===== src/rtl/snitch_icache_pkg.sv =====
// Shared types and helpers for the Snitch instruction cache hierarchy.
package snitch_icache_pkg;

  typedef struct packed {
    int unsigned nr_ports;
    int unsigned fetch_aw;
    int unsigned line_width;
    int unsigned id_width;
    int unsigned pf_age_max;
  } config_t;

  // The refill ID carries two one-hot bits per L0 port (demand and prefetch),
  // so the ID width is always derived from the port count.
  function automatic config_t make_l0_cfg(int unsigned nr_ports, int unsigned fetch_aw,
                                          int unsigned line_width, int unsigned pf_age_max);
    config_t cfg;
    cfg.nr_ports   = nr_ports;
    cfg.fetch_aw   = fetch_aw;
    cfg.line_width = line_width;
    cfg.id_width   = 2 * nr_ports;
    cfg.pf_age_max = pf_age_max;
    return cfg;
  endfunction

  function automatic int unsigned l0_demand_bit(int unsigned p);
    return 2 * p;
  endfunction

  function automatic int unsigned l0_prefetch_bit(int unsigned p);
    return 2 * p + 1;
  endfunction

endpackage


===== src/rtl/snitch_icache_rr_pick.sv =====
// Round-robin picker: first set request at or after the pointer, wrapping around.
module snitch_icache_rr_pick #(
  parameter int unsigned N = 4,
  localparam int unsigned IW = (N > 1) ? $clog2(N) : 1
) (
  input  logic [N-1:0]  req_i,
  input  logic [IW-1:0] ptr_i,
  output logic [N-1:0]  gnt_o,
  output logic [IW-1:0] idx_o,
  output logic          valid_o
);

  logic [IW-1:0] cand;

  // Scan from the pointer upward; the first hit wins and later hits are ignored.
  always_comb begin
    gnt_o   = '0;
    idx_o   = '0;
    valid_o = 1'b0;
    cand    = '0;
    for (int unsigned i = 0; i < N; i++) begin
      cand = IW'((32'(ptr_i) + i) % N);
      if (!valid_o && req_i[cand]) begin
        valid_o     = 1'b1;
        gnt_o[cand] = 1'b1;
        idx_o       = cand;
      end
    end
  end

endmodule


===== src/rtl/snitch_icache_l0_refill_arb.sv =====
// Shares the L1 refill channel among the private L0 caches: arbitrates requests
// (demand over prefetch, aged prefetches first) and multicasts responses.
module snitch_icache_l0_refill_arb
  import snitch_icache_pkg::*;
#(
  parameter int unsigned NR_PORTS   = 4,
  parameter int unsigned FETCH_AW   = 48,
  parameter int unsigned LINE_WIDTH = 128,
  parameter int unsigned PF_AGE_MAX = 8,
  localparam config_t     Cfg       = make_l0_cfg(NR_PORTS, FETCH_AW, LINE_WIDTH, PF_AGE_MAX),
  localparam int unsigned ID_WIDTH  = Cfg.id_width
) (
  input  logic                           clk_i,
  input  logic                           rst_ni,
  input  logic [NR_PORTS*FETCH_AW-1:0]   in_req_addr_i,
  input  logic [NR_PORTS*ID_WIDTH-1:0]   in_req_id_i,
  input  logic [NR_PORTS-1:0]            in_req_valid_i,
  output logic [NR_PORTS-1:0]            in_req_ready_o,
  output logic [FETCH_AW-1:0]            out_req_addr_o,
  output logic [ID_WIDTH-1:0]            out_req_id_o,
  output logic                           out_req_valid_o,
  input  logic                           out_req_ready_i,
  input  logic [LINE_WIDTH-1:0]          out_rsp_data_i,
  input  logic                           out_rsp_error_i,
  input  logic [ID_WIDTH-1:0]            out_rsp_id_i,
  input  logic                           out_rsp_valid_i,
  output logic                           out_rsp_ready_o,
  output logic [NR_PORTS*LINE_WIDTH-1:0] in_rsp_data_o,
  output logic [NR_PORTS-1:0]            in_rsp_error_o,
  output logic [NR_PORTS*ID_WIDTH-1:0]   in_rsp_id_o,
  output logic [NR_PORTS-1:0]            in_rsp_valid_o,
  input  logic [NR_PORTS-1:0]            in_rsp_ready_i
);

  localparam int unsigned IdxW = (NR_PORTS > 1) ? $clog2(NR_PORTS) : 1;
  localparam int unsigned AgeW = (PF_AGE_MAX > 0) ? $clog2(PF_AGE_MAX + 1) : 1;

  logic [NR_PORTS-1:0] is_pf, dem_req, pf_req, aged_req, pf_pick_req, targeted;
  logic [NR_PORTS-1:0] dem_gnt, pf_gnt, win_gnt;
  logic [IdxW-1:0]     dem_idx, pf_idx, win_idx, next_ptr;
  logic                dem_valid, pf_valid, win_valid, win_is_pf, grant;

  logic [IdxW-1:0]     rr_dem_q, rr_dem_d, rr_pf_q, rr_pf_d;
  logic [NR_PORTS-1:0][AgeW-1:0] age_q, age_d;
  logic                out_valid_q, out_valid_d;
  logic [FETCH_AW-1:0] out_addr_q, out_addr_d;
  logic [ID_WIDTH-1:0] out_id_q, out_id_d;

  // Per-port request class, response targeting and prefetch age tracking.
  for (genvar p = 0; p < NR_PORTS; p++) begin : gen_port
    assign is_pf[p]    = in_req_id_i[p*ID_WIDTH + l0_prefetch_bit(p)];
    assign targeted[p] = out_rsp_id_i[l0_demand_bit(p)] | out_rsp_id_i[l0_prefetch_bit(p)];
    assign aged_req[p] = (PF_AGE_MAX != 0) && pf_req[p] && (age_q[p] == AgeW'(PF_AGE_MAX));
    assign age_d[p]    = (!pf_req[p] || (grant && win_gnt[p])) ? '0 :
                         (age_q[p] == AgeW'(PF_AGE_MAX))       ? age_q[p] :
                                                                 age_q[p] + AgeW'(1);
  end

  assign dem_req     = in_req_valid_i & ~is_pf;
  assign pf_req      = in_req_valid_i & is_pf;
  assign pf_pick_req = (|aged_req) ? aged_req : pf_req;

  snitch_icache_rr_pick #(.N(NR_PORTS)) i_pick_dem (
    .req_i   (dem_req),
    .ptr_i   (rr_dem_q),
    .gnt_o   (dem_gnt),
    .idx_o   (dem_idx),
    .valid_o (dem_valid)
  );

  // Aged prefetches share the prefetch pointer with ordinary prefetches.
  snitch_icache_rr_pick #(.N(NR_PORTS)) i_pick_pf (
    .req_i   (pf_pick_req),
    .ptr_i   (rr_pf_q),
    .gnt_o   (pf_gnt),
    .idx_o   (pf_idx),
    .valid_o (pf_valid)
  );

  // Pick the class (aged, then demand, then prefetch) and grant if the output stage can take it.
  always_comb begin
    win_is_pf      = (|aged_req) || !(|dem_req);
    win_valid      = win_is_pf ? pf_valid : dem_valid;
    win_idx        = win_is_pf ? pf_idx   : dem_idx;
    win_gnt        = win_is_pf ? pf_gnt   : dem_gnt;
    next_ptr       = IdxW'((32'(win_idx) + 1) % NR_PORTS);
    grant          = win_valid && (!out_valid_q || out_req_ready_i);
    in_req_ready_o = grant ? win_gnt : '0;
  end

  // Output register and pointer update; a grant in a drain cycle overwrites the stage.
  always_comb begin
    out_valid_d = out_valid_q;
    out_addr_d  = out_addr_q;
    out_id_d    = out_id_q;
    rr_dem_d    = rr_dem_q;
    rr_pf_d     = rr_pf_q;
    if (grant) begin
      out_valid_d = 1'b1;
      out_addr_d  = in_req_addr_i[win_idx*FETCH_AW +: FETCH_AW];
      out_id_d    = in_req_id_i[win_idx*ID_WIDTH +: ID_WIDTH];
      if (win_is_pf) begin
        rr_pf_d = next_ptr;
      end else begin
        rr_dem_d = next_ptr;
      end
    end else if (out_req_ready_i) begin
      out_valid_d = 1'b0;
    end
  end

  // State registers; reset drops any buffered request.
  always_ff @(posedge clk_i or negedge rst_ni) begin
    if (!rst_ni) begin
      out_valid_q <= 1'b0;
      out_addr_q  <= '0;
      out_id_q    <= '0;
      rr_dem_q    <= '0;
      rr_pf_q     <= '0;
      age_q       <= '0;
    end else begin
      out_valid_q <= out_valid_d;
      out_addr_q  <= out_addr_d;
      out_id_q    <= out_id_d;
      rr_dem_q    <= rr_dem_d;
      rr_pf_q     <= rr_pf_d;
      age_q       <= age_d;
    end
  end

  assign out_req_valid_o = out_valid_q;
  assign out_req_addr_o  = out_addr_q;
  assign out_req_id_o    = out_id_q;

  // Responses are broadcast; only valid is filtered, and a stray ID 0 is simply dropped.
  assign in_rsp_data_o   = {NR_PORTS{out_rsp_data_i}};
  assign in_rsp_error_o  = {NR_PORTS{out_rsp_error_i}};
  assign in_rsp_id_o     = {NR_PORTS{out_rsp_id_i}};
  assign in_rsp_valid_o  = {NR_PORTS{out_rsp_valid_i}} & targeted;
  assign out_rsp_ready_o = &(in_rsp_ready_i | ~targeted);

  a_ready_onehot0 : assert property (@(posedge clk_i) disable iff (!rst_ni)
    $onehot0(in_req_ready_o));

  a_stall_stable : assert property (@(posedge clk_i) disable iff (!rst_ni)
    (out_req_valid_o && !out_req_ready_i) |=>
      (out_req_valid_o && $stable(out_req_addr_o) && $stable(out_req_id_o)));

  for (genvar p = 0; p < NR_PORTS; p++) begin : gen_id_chk
    a_id_onehot : assert property (@(posedge clk_i) disable iff (!rst_ni)
      in_req_valid_i[p] |-> $onehot(in_req_id_i[p*ID_WIDTH +: ID_WIDTH]));
  end

endmodule


===== config.mk =====
export PLATFORM = sky130hd
export DESIGN_NAME = snitch_icache_l0_refill_arb
export DESIGN_NICKNAME = d
export VERILOG_FILES = /design/src/rtl/snitch_icache_pkg.sv /design/src/rtl/snitch_icache_rr_pick.sv /design/src/rtl/snitch_icache_l0_refill_arb.sv
export SDC_FILE = /design/constraint.sdc
export NUM_CORES = 1
export LEC_CHECK = 0
export ABC_AREA = 1
export BUFFER_PORTS_ARGS = -buffer_cell sky130_fd_sc_hd__buf_2
export CAP_MARGIN = 40
export CORE_AREA = 3 3 378 380
export DETAILED_ROUTE_END_ITERATION = 16
export DIE_AREA = 0 0 381 383
export HOLD_SLACK_MARGIN = 0.03
export PLACE_DENSITY_LB_ADDON = 0.3
export SLEW_MARGIN = 30
export SYNTH_ARGS = -nofsm -noshare
export SYNTH_HDL_FRONTEND = slang
export SYNTH_SLANG_ARGS = --single-unit

===== constraint.sdc =====
create_clock -name clk_i -period 3.6 [get_ports clk_i]
set_input_delay 0.72 -clock clk_i [delete_from_list [all_inputs] [get_ports clk_i]]
set_output_delay 0.72 -clock clk_i [all_outputs]
set_load 0.05 [all_outputs]

Word-level counts from Yosys, hierarchy flattened
Cells that the tools add are included.
{ "word_totals": {"ff_bits": 77, "input_bits": 373, "out_inout_bits": 614, "wordCells": 182} }
{ "classes": {"add_sub_neg": 11, "n_mul": 1, "n_lt_le_gt_ge": 16, "n_eq_ne": 8, "shift": 2, "mux": 71, "bitwise_logic": 17, "n_reduce_logical": 47} }
{ "op_table": {"columns": ["cell", "n"], "rows": [
  ["$shiftx 192x9->48", 1],
  ["$mux 4", 19],
  ["$shiftx 32x6->8", 1],
  ["$or 4x4->4", 7],
  ["$mux 1", 27],
  ["$lt 2x3->1 const B", 8],
  ["$logic_and 1x1->1", 23],
  ["$mux 2", 9],
  ["$add 4x1->4 const B", 4],
  ["$bmux 1 s2", 8],
  ["$demux 1 s2", 8],
  ["$eq 4x4->1 const B", 4],
  ["$ge 2x1->1 const B", 8],
  ["$and 4x4->4", 3],
  ["$logic_not 1->1", 12],
  ["$add 2x2->2 const B", 4],
  ["$ne 2x1->1 const B", 4],
  ["$not 4->4", 2],
  ["$reduce_or 4->1", 2],
  ["$add 2x1->2 const B", 3],
  ["$logic_or 1x1->1", 6],
  ["$mul 2x2->4 const B", 1],
  ["$or 1x1->1", 4],
  ["$reduce_and 2->1", 2],
  ["other kinds (3)", 3]
]} }

Depth between registers and ports, before layout
{ "logic_depth": {"depth_word": 21, "ltp_mapped": 24, "depth_no_buf": 22} }

By module
Synthesis repeated with hierarchy kept, for this count alone.
{ "unflattened": {"hier_cells": 1812, "hier_area_um2": 11572.3} }
{ "modules_own_cells": {"columns": ["module", "n_inst", "cells_each", "area_each_um2", "seq_area_each_um2"], "rows": [
  ["snitch_icache_l0_refill_arb", 1, 1664, 10701.5, 1926.8],
  ["snitch_icache_rr_pick (i_pick_dem)", 1, 74, 440.4, 0.0],
  ["snitch_icache_rr_pick (i_pick_pf)", 1, 74, 430.4, 0.0]
]} }

Least setup slack after synthesis
OpenSTA, ideal clock, no wires.
{ "synth_path": {"kind": "in2out", "startpoint": "input in_req_valid_i[1]", "endpoint": "output in_req_ready_o[0]", "t_arrival_ns": 2.538, "t_required_ns": 2.880, "path_slack_ns": 0.342, "cell_stages": 15, "n_path_buf": 0, "cell_sequence": "nand2_1 -> inv_2 -> nand2_2 -> nand2_2 -> inv_2 -> nand2_1 -> a31oi_1 -> inv_2 -> nand3_1 -> nor2_2 -> inv_2 -> nand2_2 -> nor2_1 -> nand2_1 -> nand2_1"} }
{ "synth_via": {"elab_chain_cells": 19, "elab_cells_between_ends": 62, "classes_between": "36 x mux; 8 x bitwise; 18 x reduce/logical"} }
{ "synth_lines": {"columns": ["element", "line_no", "text"], "rows": [
  ["from (decl)", "snitch_icache_l0_refill_arb.sv:17", "input logic [NR_PORTS-1:0] in_req_valid_i,"],
  ["$and 4x4->4", "snitch_icache_l0_refill_arb.sv:60", "assign pf_req = in_req_valid_i & is_pf;"],
  ["$logic_and 1x1->1", "snitch_icache_l0_refill_arb.sv:53", "assign aged_req[p] = (PF_AGE_MAX != 0) && pf_req[p] && (age_q[p] == AgeW'(PF_AGE_MAX));"],
  ["$reduce_or 4->1", "snitch_icache_l0_refill_arb.sv:61, snitch_icache_l0_refill_arb.sv:82", null],
  ["$mux 4", "snitch_icache_l0_refill_arb.sv:61", "assign pf_pick_req = (|aged_req) ? aged_req : pf_req;"],
  ["$bmux 1 s2", "snitch_icache_rr_pick.sv:23", "if (!valid_o && req_i[cand]) begin"],
  ["$mux 1 (not written as such)", "snitch_icache_rr_pick.sv:23", null],
  ["$mux 1", "snitch_icache_rr_pick.sv:23", null],
  ["$logic_not 1->1", "snitch_icache_rr_pick.sv:23", null],
  ["[3 not listed]", null, null],
  ["$logic_and 1x1->1", "snitch_icache_rr_pick.sv:23", null],
  ["$mux 1", "snitch_icache_rr_pick.sv:23", null],
  ["$logic_not 1->1", "snitch_icache_rr_pick.sv:23", null],
  ["$logic_and 1x1->1", "snitch_icache_rr_pick.sv:23", null],
  ["$mux 1", "snitch_icache_rr_pick.sv:23", null],
  ["$mux 1", "snitch_icache_l0_refill_arb.sv:83", "win_valid = win_is_pf ? pf_valid : dem_valid;"],
  ["$logic_and 1x1->1", "snitch_icache_l0_refill_arb.sv:87", "grant = win_valid && (!out_valid_q || out_req_ready_i);"],
  ["$mux 4 *", "snitch_icache_l0_refill_arb.sv:88", "in_req_ready_o = grant ? win_gnt : '0;"],
  ["to (decl)", "snitch_icache_l0_refill_arb.sv:18", "output logic [NR_PORTS-1:0] in_req_ready_o,"]
]} }
Mark *: on every way between the ends. The rest lies on a longest branch, timed or not. The select of a mux whose other input is x is not followed.

Worst setup path after layout
{ "layout_path": {"startpoint": "register age_q[9] (netlist bit)", "endpoint": "output in_req_ready_o[3]"} }
{ "layout_via": {"elab_chain_cells": 19, "elab_cells_between_ends": 34, "classes_between": "1 x eq/ne; 20 x mux; 3 x bitwise; 10 x reduce/logical"} }
{ "layout_lines": {"columns": ["element", "line_no", "text"], "rows": [
  ["from (decl)", "snitch_icache_l0_refill_arb.sv:44", "logic [NR_PORTS-1:0][AgeW-1:0] age_q, age_d;"],
  ["from (signal assigned)", "snitch_icache_l0_refill_arb.sv:127", "age_q <= age_d;"],
  ["$eq 4x4->1 *", "snitch_icache_l0_refill_arb.sv:53", null],
  ["$logic_and 1x1->1 *", "snitch_icache_l0_refill_arb.sv:53", null],
  ["$reduce_or 4->1", "snitch_icache_l0_refill_arb.sv:61, snitch_icache_l0_refill_arb.sv:82", null],
  ["$mux 4", "snitch_icache_l0_refill_arb.sv:61", null],
  ["$bmux 1 s2", "snitch_icache_rr_pick.sv:23", null],
  ["$mux 1 (not written as such)", "snitch_icache_rr_pick.sv:23", null],
  ["$mux 1", "snitch_icache_rr_pick.sv:23", null],
  ["$logic_not 1->1", "snitch_icache_rr_pick.sv:23", null],
  ["[3 not listed]", null, null],
  ["$logic_and 1x1->1", "snitch_icache_rr_pick.sv:23", null],
  ["$mux 1", "snitch_icache_rr_pick.sv:23", null],
  ["$logic_not 1->1", "snitch_icache_rr_pick.sv:23", null],
  ["$logic_and 1x1->1", "snitch_icache_rr_pick.sv:23", null],
  ["$mux 1", "snitch_icache_rr_pick.sv:23", null],
  ["$mux 1", "snitch_icache_l0_refill_arb.sv:83", null],
  ["$logic_and 1x1->1", "snitch_icache_l0_refill_arb.sv:87", null],
  ["$mux 4 *", "snitch_icache_l0_refill_arb.sv:88", null]
]} }
Marks and branches as above.

==> results.yml <==
yosys:
  netlist_area_um2: 11300
  yosysWarnings: 0
  seq_area_frac_synth: 0.170
  synth_fp_nets: 2185
  avgSynthCellArea_um2: 6.33
  yosysUniqueCellTypes: 35
  syn_inst: 1788
  ys_seq_elements: 77
sta:
  final.period_utilization: 0.973
  hold_violations: 0
  worst_clock_skew_ns: 0.0203
  fmax_mhz: 285
  rsz0062_at_grt: "yes"
  slew_headroom: 0.591
  whs_ns: 0.209
  period_needed_ns: 3.50
  setup_viol: 0
  final.setup.tns_ns: 0
  finalWorstSetupSlack_ns: 0.0962
  worst_pin_slew_ns: 0.614
  drv_slew: 0
floorplan:
  initial_core_util: 0.0811
  io_pins: 987
  core_um2: 140000
  die_height_um: 383
  dieArea_um2: 146000
  rows: 137
  die_x_um: 381
power:
  p_sw_frac: 0.610
  max-vdd-ir-drop_v: 0.000762
  power.switching_mw: 7.48
  p_int_mw: 4.77
  power_frac_seq: 0.118
  share_clk_of_total_power: 0.095
  leakagePower_nw: 6.64
  comb_power_share: 0.787
  power_density_nw_per_um2: 973
job:
  maxCapViolCount: 0
drt:
  vias: 9670
  finalWirelength_um: 62600
  drt_drc_violations_left: 0
  drt-initial-drc-count: 559
  post_drt_wl_per_cell_um: 17.8
  viasPerCell: 2.75
  ant_nets: 0
  dr.pass1.iters: 5
clock_network:
  holdBufCountCts: 0
  cts_tree: "built"
  clk_pin_slew_ns: 0.08
  cts_buffer_depth: 2
  clock-sinks: 77
  root_buffer: "clkbuf_16"
  clk_latency_ns: 0.41
  cts_buffers: 9
  htreeDepth: 3
global_route:
  grt_pass1_wl_um: 82700
  grt_busiest_layer: "met2"
  use_met1: 0.0881
  met3_usage: 0.0532
  overflow: 0
  met2_usage: 0.132
  antenna_found_initial: 9
  grt_max_degree: 59
  track_usage: 0.0832
  grt_pass1_vias: 9835
setup_path:
  path_class: "flop to output pin"
  critPathArrivalTime_ns: 2.78
  startpoint: "age_q[9]$_DFFE_PN0P_"
  critPathLaunchType: "flop"
  crit_path_end_kind: "output pin"
  crit_required_ns: 2.88
  crit_path_max_fanout: 6
  r2r_start: "age_q[9]$_DFFE_PN0P_"
status:
  outcome: "finished clean"
final_layout:
  layout.nets: 2026
  layout.cells.non_filler: 3513
  drive_gt1_frac: 0.337
  design_area_um2: 12600
  synthToLayoutAreaGrowth_pct: 11.3
place:
  dp.cells: 3461
  io_buffers: 341
  pre_cts_slack_ns: -0.0766
  dp_hpwl_um: 53300
  dpl_cell_area_um2: 11600
  gp_congestion: 0.873
hold_path:
  hold_path.class: "primary input to async pin"
-- repair_timing --
action,in CTS,in global routing
setup endpoints to repair,4,53
pin swaps,12,30
resized for setup,42,66
buffers inserted,19,14
endpoints found under the hold margin,0,0
gates cloned,0,0
-- power groups by stage --
stage	logic, mW	registers [mW]	clock network, mW
global placement	9.57	1.48	0
detailed placement	9.49	1.48	0
finish	9.63	1.45	1.16
floorplan	5.96	2.56	0
global route	10.7	1.50	1.30
CTS	9.70	1.46	1.30
-- final timing paths --
| path | endpoint | slack (ns) | cells after the start |
|---|---|---|---|
| setup / recovery | in_req_ready_o[3] | 0.1 | 19 |
| max in group asynchronous | out_req_addr_o[25]$_DFFE_PN0P_ | 2.58 | 2 |
| min in group clk_i | out_req_addr_o[41]$_DFFE_PN0P_ | 0.48 | 2 |
| hold reg to reg | out_req_addr_o[41]$_DFFE_PN0P_ | 0.48 | 2 |
| setup reg to reg | out_req_addr_o[18]$_DFFE_PN0P_ | 0.25 | 23 |
| hold / removal | age_q[2]$_DFFE_PN0P_ | 0.21 | 1 |
-- routing by layer --
layer | vias to the layer above | routed length [um]
met3 | 114 | 8720
met2 | 746 | 28200
met5 | - | 193
met4 | 6 | 2180
li1 | 4572 | -
met1 | 4232 | 23300
-- logic make-up after synthesis --
group | synth area share
xor gates and xnor gates | 0.00763
and+or+nand+nor | 0.289
AOI/OAI and AO/OA | 0.0232
buffers and inverters | 0.483
adders and majority gates | 0.0265
DFF | 0.170
-- layout make-up --
type / count / area [um2]
fill: 16700 / 127000
inverter: 270 / 1030
clock inverter: 6 / 95.1
antenna: 3 / 7.51
clock buffer: 10 / 229
timing repair buffer: 439 / 2620
tap: 1876 / 2350
multi-input combinational: 832 / 4330
sequential: 77 / 1930
-- synth_stat cells --
cell type / count / area (um2)
buf_4: 562 / 4220
nand2_1: 426 / 1600
nand3_1: 267 / 1340
inv_1: 256 / 961
dfrtp_1: 77 / 1930
buf_2: 30 / 150
ha_1: 24 / 300
nor2_1: 24 / 90.1
a21oi_1: 15 / 75.1
inv_2: 13 / 48.8
clkbuf_1: 12 / 45.0
nand4_1: 11 / 68.8
o21ai_0: 10 / 50.1
o21ai_1: 10 / 50.1
nand2_2: 7 / 43.8
nor3_1: 6 / 30.0
xor2_1: 5 / 43.8
a221oi_1: 4 / 35.0
nor2_2: 4 / 25.0
buf_6: 3 / 33.8
nand3_2: 3 / 30.0
xnor2_1: 3 / 26.3
buf_1: 2 / 7.51
nor2_4: 2 / 22.5
o22ai_1: 2 / 12.5
a21oi_2: 1 / 8.76
a31oi_1: 1 / 6.26
clkinv_1: 1 / 3.75
nand2_4: 1 / 11.3
nand2b_1: 1 / 6.26
nand3b_1: 1 / 7.51
o21ai_2: 1 / 8.76
o21bai_1: 1 / 7.51
o221ai_1: 1 / 8.76
xnor2_2: 1 / 16.3
-- stage by stage --
| step | power, mW | util |
|---|---|---|
| 3_3_place_gp | 11.0 | 0.0830 |
| 4_1_cts | 12.5 | 0.0874 |
| 2_1_floorplan | 8.52 | - |
| 5_1_grt | 13.5 | 0.0902 |
| 3_5_place_dp | 11.0 | 0.0830 |
| 6_report | 12.2 | 0.0902 |
-- flip-flops by register name, summed over array words and instances, names as in the netlist --
register	flops
rr_dem_q	2
age_q	16
out_req_valid_o	1
out_req_id_o	8
out_req_addr_o	48
rr_pf_q	2
-- worst max-delay path, cell delays in order (launching register included) --
cell and delay [ns]:
dfrtp_1 0.35, inv_1 0.05, ha_2 0.20, nand3_4 0.10, nor2_4 0.06, nor2_4 0.28
nand3_4 0.15, nand3_2 0.13, nand2_2 0.06, nand2_2 0.07, nand2_4 0.09, nand3_4 0.11
nor2_4 0.04, inv_2 0.07, nand2_4 0.06, nor2_2 0.10, buf_6 0.14, nand2_2 0.07
nand2_2 0.10, buf_8 0.15
-- cells in the final DEF (no fill, tap or decap), types with 4 or more instances in the layout --
cell type  Yosys  layout
buf_4        562      87
ha_1          24      20
inv_1        256     252
dfrtp_1       77      77
nand3_4        0       7
buf_12         0      10
xor2_1         5       5
nand3_2        3      14
nand4_1       11      11
nand2_4        1       9
nor2_4         2      10
nor3_1         6       5
buf_2         30     336
a221oi_1       4       4
a21oi_1       15      13
buf_8          0       4
inv_2         13      13
nor2_1        24      19
clkbuf_16      0       9
nand2_1      426     401
o21ai_1       10       9
nand2_2        7      23
nand3_1      267     249
o21ai_0       10      10
No activity file was read; power rests on OpenSTA's default activity.
